### src/rtl/sync_down_counter_if.sv
// Control/status bundle for sync_down_counter: the master drives en/load/load_val
// and observes the count, the terminal-count pulse and busy.
interface sync_down_counter_if #(
  parameter int WIDTH = 3
);
  logic             en;
  logic             load;
  logic [WIDTH-1:0] load_val;
  logic [WIDTH-1:0] Q;
  logic             tc;
  logic             busy;

  modport master (output en, load, load_val, input Q, tc, busy);
  modport slave  (input en, load, load_val, output Q, tc, busy);
endinterface

### src/rtl/sync_down_counter.sv
// Loadable synchronous down counter with one-cycle terminal-count pulse.
// Define SYNC_DOWN_CNT_RELOAD_EN for periodic reload; otherwise one-shot.
module sync_down_counter #(
  parameter int WIDTH = 3
) (
  input  logic                clk,
  input  logic                reset,
  sync_down_counter_if.slave  bus
);

  typedef enum logic {IDLE = 1'b0, RUN = 1'b1} state_t;

  state_t           r_state;
  logic [WIDTH-1:0] r_q;
  logic             r_tc;
  logic             r_busy;
  logic [WIDTH-1:0] w_tog;
  logic [WIDTH-1:0] w_dec;

  // Borrow chain: a bit flips when every lower bit is already 0.
  assign w_tog[0] = 1'b1;
  for (genvar i = 1; i < WIDTH; i++) begin : g_borrow
    assign w_tog[i] = w_tog[i-1] & ~r_q[i-1];
  end
  assign w_dec = r_q ^ w_tog;

`ifdef SYNC_DOWN_CNT_RELOAD_EN
  logic [WIDTH-1:0] r_reload;

  always_ff @(posedge clk) begin
    if (reset) r_reload <= '0;
    else if (bus.load) r_reload <= bus.load_val;
  end
`endif

  always_ff @(posedge clk) begin
    if (reset) begin
      r_state <= IDLE;
      r_q     <= '0;
      r_tc    <= 1'b0;
      r_busy  <= 1'b0;
    end else begin
      r_tc <= 1'b0;
      if (bus.load) begin
        r_q <= bus.load_val;
        if (bus.load_val != '0) begin
          r_state <= RUN;
          r_busy  <= 1'b1;
        end else begin
          r_state <= IDLE;
          r_busy  <= 1'b0;
        end
      end else if (r_state == RUN && bus.en) begin
        if (r_q == WIDTH'(1)) begin
          r_tc <= 1'b1;
`ifdef SYNC_DOWN_CNT_RELOAD_EN
          r_q  <= r_reload;
`else
          r_q     <= '0;
          r_state <= IDLE;
          r_busy  <= 1'b0;
`endif
        end else begin
          r_q <= w_dec;
        end
      end
    end
  end

  assign bus.Q    = r_q;
  assign bus.tc   = r_tc;
  assign bus.busy = r_busy;

endmodule

### src/flat_wrapper.sv
// flat-port wrapper written by rule: the top's interface ports become plain ports
module sync_down_counter_flat 
#(
  parameter int WIDTH = 3
)
  (clk, reset, bus_en, bus_load, bus_load_val, bus_Q, bus_tc, bus_busy);
  sync_down_counter_if #(.WIDTH(WIDTH)) bus_i ();
  input  logic clk;
  input  logic reset;
  input wire logic [$bits(bus_i.en)-1:0] bus_en;
  input wire logic [$bits(bus_i.load)-1:0] bus_load;
  input wire logic [$bits(bus_i.load_val)-1:0] bus_load_val;
  output wire logic [$bits(bus_i.Q)-1:0] bus_Q;
  output wire logic [$bits(bus_i.tc)-1:0] bus_tc;
  output wire logic [$bits(bus_i.busy)-1:0] bus_busy;
  assign bus_i.en = bus_en;
  assign bus_i.load = bus_load;
  assign bus_i.load_val = bus_load_val;
  assign bus_Q = bus_i.Q;
  assign bus_tc = bus_i.tc;
  assign bus_busy = bus_i.busy;
  sync_down_counter #(.WIDTH(WIDTH)) u_core (.clk(clk), .reset(reset), .bus(bus_i));
endmodule
### config.mk
export PLATFORM = sky130hd
export DESIGN_NAME = sync_down_counter_flat
export DESIGN_NICKNAME = d
export VERILOG_FILES = /design/src/rtl/sync_down_counter_if.sv /design/src/rtl/sync_down_counter.sv /design/src/flat_wrapper.sv
export SDC_FILE = /design/constraint.sdc
export NUM_CORES = 1
export LEC_CHECK = 0
export CORE_AREA = 10 10 47 49
export CTS_BUF_LIST = sky130_fd_sc_hd__clkbuf_8
export DETAILED_ROUTE_END_ITERATION = 10
export DIE_AREA = 0 0 57 59
export DONT_BUFFER_PORTS = 1
export PLACE_DENSITY = 0.42
export SLEW_MARGIN = 20
export SYNTH_ARGS = -nofsm -noshare
export SYNTH_HDL_FRONTEND = slang
export SYNTH_SLANG_ARGS = --single-unit
### constraint.sdc
create_clock -name clk -period 1.6 [get_ports clk]
set_clock_uncertainty 0.1 [all_clocks]
set_input_delay 0.32 -clock clk [delete_from_list [all_inputs] [get_ports clk]]
set_output_delay 0.32 -clock clk [all_outputs]
set_load 0.005 [all_outputs]
==> results.ini <==
[critical_path]
timing.setup.critical_path_class = reg2reg
cp_slowest_cell = sky130_fd_sc_hd__dfxtp_1
timing.critical_path.arrival_ns = 1.47
crit_path_start_kind = register
critical_path.top_delay_family = flip-flops
critical_path_required_ns = 1.61
path_max_fanout = 4
critical_path.cell_chain = inv_1 -> ha_1 -> nand3_1 -> mux2_1 -> o21a_1
slowest_delay_ns = 0.37
crit_buf_inv = 1
critical_path.endpoint_type = register

[drt]
route.antenna.remaining_nets = 0
wirelength_microns = 710
drt_iter0_drc = 2
route.detailed.wl_per_inst_microns = 13.92
detail_route.drc_violations = 0
detailedRoute.firstPassIterationCount = 3
detailroute.via_count = 251
route.detailed.vias_per_inst = 4.922

[synthesis]
post_synth_num_cell_types = 18
synth_common_cells = 5 x sky130_fd_sc_hd__a21oi_1, 5 x sky130_fd_sc_hd__dfxtp_1, 4 x sky130_fd_sc_hd__inv_1, 2 x sky130_fd_sc_hd__ha_1, 2 x sky130_fd_sc_hd__nand2_1
mappedNetlistNets = 40
syn-mean-instance-area_sq_um = 8.436
post_synth_inst_count = 31
synth_area_sq_um = 261.5
postSynth.asyncResetShare_pct = 0
synth.yosys.seq_area_share_pct = 38.28
synth_edf_count = 0
synth_warnings = 0
synth_largest_type_area_fraction_pct = 38.28
synth_top_cell_by_area = sky130_fd_sc_hd__dfxtp_1
synth.top_cells.by_area = sky130_fd_sc_hd__dfxtp_1 38%, sky130_fd_sc_hd__a21oi_1 9.6%, sky130_fd_sc_hd__ha_1 9.6%
synth-main-ff-cell = sky130_fd_sc_hd__dfxtp_1
postSynthRegisterBits = 5

[placement]
port-buffer-count = 0
globalplace.congestion = 0.7137
hpwlAfterDp_microns = 582.8
place_inst = 47

[clock_network]
post-cts-setup-buffers = 0
worst_setup_hold_path_clk_slew_ns = 0.04
cts-root-to-sink-buffers = 2
htreeDepth = 1
post_cts_resized = 0
tritoncts_num_sinks = 5
postCtsHoldBufs = 0
clock_insertion_delay_worst_skew_ns = 0.22
cts_root_buf = sky130_fd_sc_hd__clkbuf_8
cts_inserted_buffers = 3
cts_tree = done

[die]
floorplan.die_area_sq_um = 3363
die_width_microns = 57
design.core.area_sq_um = 1401
fp.dieH_microns = 59
ios = 12
start_util_pct = 18.66
rows = 14

[sta]
worst-slew-pin-transition_ns = 0.2573
setup_viol = 0
max_freq_ghz = 0.6873
timing.hold.ws_ns = 0.06005
final_period_minus_worst_setup_slack_ns = 1.455
min_period_over_period_pct = 90.94
grt_setup_unrepaired = no
timing.setup.tns_ns = 0
hold_violations = 0
timing.max_slew.rel_slack_pct = 82.82
finalMaxSlewViolations = 0

[run_status]
outcome = completed

[pwr]
power_mw = 0.4076
p_leak_nw = 0.1328
power.density_nw_per_um2 = 1234
worst_ir_drop_vdd_mv = 0.4144

[job]
max_cap_violations = 0

[cells_and_area]
fin_nets = 45
signed_area_change_from_the_synthesized_netlist_to_the_final_layout_pct = 26.32
multiInputGateArea_sq_um = 142.6
drive_above_1_share_pct = 11.43
antennaDiodeCount = 0
final_cells = 51
sequential_cell_area_sq_um = 100.1
final.fill_count = 163

[min_path]
worst_hold_path_type = in2reg

[global_routing]
vias_in_the_first_global_route = 286
largest_net_degree_at_the_start_of_global_routing = 10
grt_overflow_total = 0
number_of_antenna_violations_at_the_first_check_in_global_routing = 0
track_usage_pct = 4.922
grt_pass1_wl_microns = 1207

==> path summary, 6_finish.rpt <==
kind | from | endpoint | slack (ns) | cells past startpoint
worst max-delay path | u_core.bus.Q[0]$_SDFFE_PP0P_ | u_core.bus.Q[2]$_SDFFE_PP0P_ | 0.15 | 5
worst min-delay path | reset | u_core.bus.Q[1]$_SDFFE_PP0P_ | 0.06 | 1
worst max register to register | u_core.bus.Q[0]$_SDFFE_PP0P_ | u_core.bus.Q[2]$_SDFFE_PP0P_ | 0.15 | 5
worst min register to register | u_core.bus.Q[0]$_SDFFE_PP0P_ | u_core.bus.Q[0]$_SDFFE_PP0P_ | 0.50 | 2
==> cell families after synthesis <==
group                      after synthesis  share of synthesized area, %
AOI/OAI and AO/OA                        9                         22.49
and+or+nand+nor                          9                         18.18
buffers and inverters                    5                         7.174
DFF                                      5                         38.28
adders and majority gates                2                         9.568
muxes                                    1                         4.306
==> layer usage <==
metal  track usage [%]  vias to the layer above  wire length (microns)
met5                 0                        -                      0
met3             4.721                        4                    107
li1                  -                      120                      -
met1             2.962                      118                    209
met2             8.062                        9                    370
met4             5.034                        0                     23
==> cells in the final DEF (no fill, tap or decap) <==
cell type / count
sky130_fd_sc_hd__nor2_1: 1
sky130_fd_sc_hd__nand3_1: 1
sky130_fd_sc_hd__a221oi_1: 1
sky130_fd_sc_hd__inv_1: 5
sky130_fd_sc_hd__ha_1: 2
sky130_fd_sc_hd__nor3_1: 1
sky130_fd_sc_hd__nand2b_1: 1
sky130_fd_sc_hd__a311o_1: 1
sky130_fd_sc_hd__buf_4: 1
sky130_fd_sc_hd__a211oi_1: 1
sky130_fd_sc_hd__nand4_1: 1
sky130_fd_sc_hd__mux2_1: 1
sky130_fd_sc_hd__o21a_1: 1
sky130_fd_sc_hd__nand3b_1: 1
sky130_fd_sc_hd__nand2_1: 2
sky130_fd_sc_hd__clkbuf_8: 3
sky130_fd_sc_hd__a21oi_1: 5
sky130_fd_sc_hd__nor4_1: 1
sky130_fd_sc_hd__dfxtp_1: 5
==> sequential cells by signal (all words and copies together), names as in the netlist <==
signal          flops
u_core.bus.tc       1
u_core.r_state      1
u_core.bus.Q        3
==> final cells by class <==
| class | count | share of cell area (%) |
|---|---|---|
| Clock inverter | 1 | 1.136 |
| Clock buffer | 3 | 12.50 |
| Timing Repair Buffer | 1 | 2.273 |
| Sequential cell | 5 | 30.30 |
| Multi-Input combinational cell | 21 | 43.18 |
| Tap cell | 16 | 6.061 |
| Inverter | 4 | 4.545 |
==> per-stage QoR <==
stage,util (%),setup slack [ns],area [sq um]
after floorplan,-,0.2372,261.5
after global placement,20.36,0.1969,285.3
final,23.57,0.1450,330.3
after global routing,23.57,0.07092,330.3
after CTS,23.57,0.1402,330.3
after detailed placement,20.36,0.1651,285.3
==> where the power goes <==
group	total, mW	internal (mW)	switching (mW)
registers	0.144	0.133	0.0107
clock network	0.228	0.165	0.0636
logic	0.0353	0.0192	0.0161
total	0.408	0.317	0.0905
Note: power is estimated with default switching activity, not from simulation.
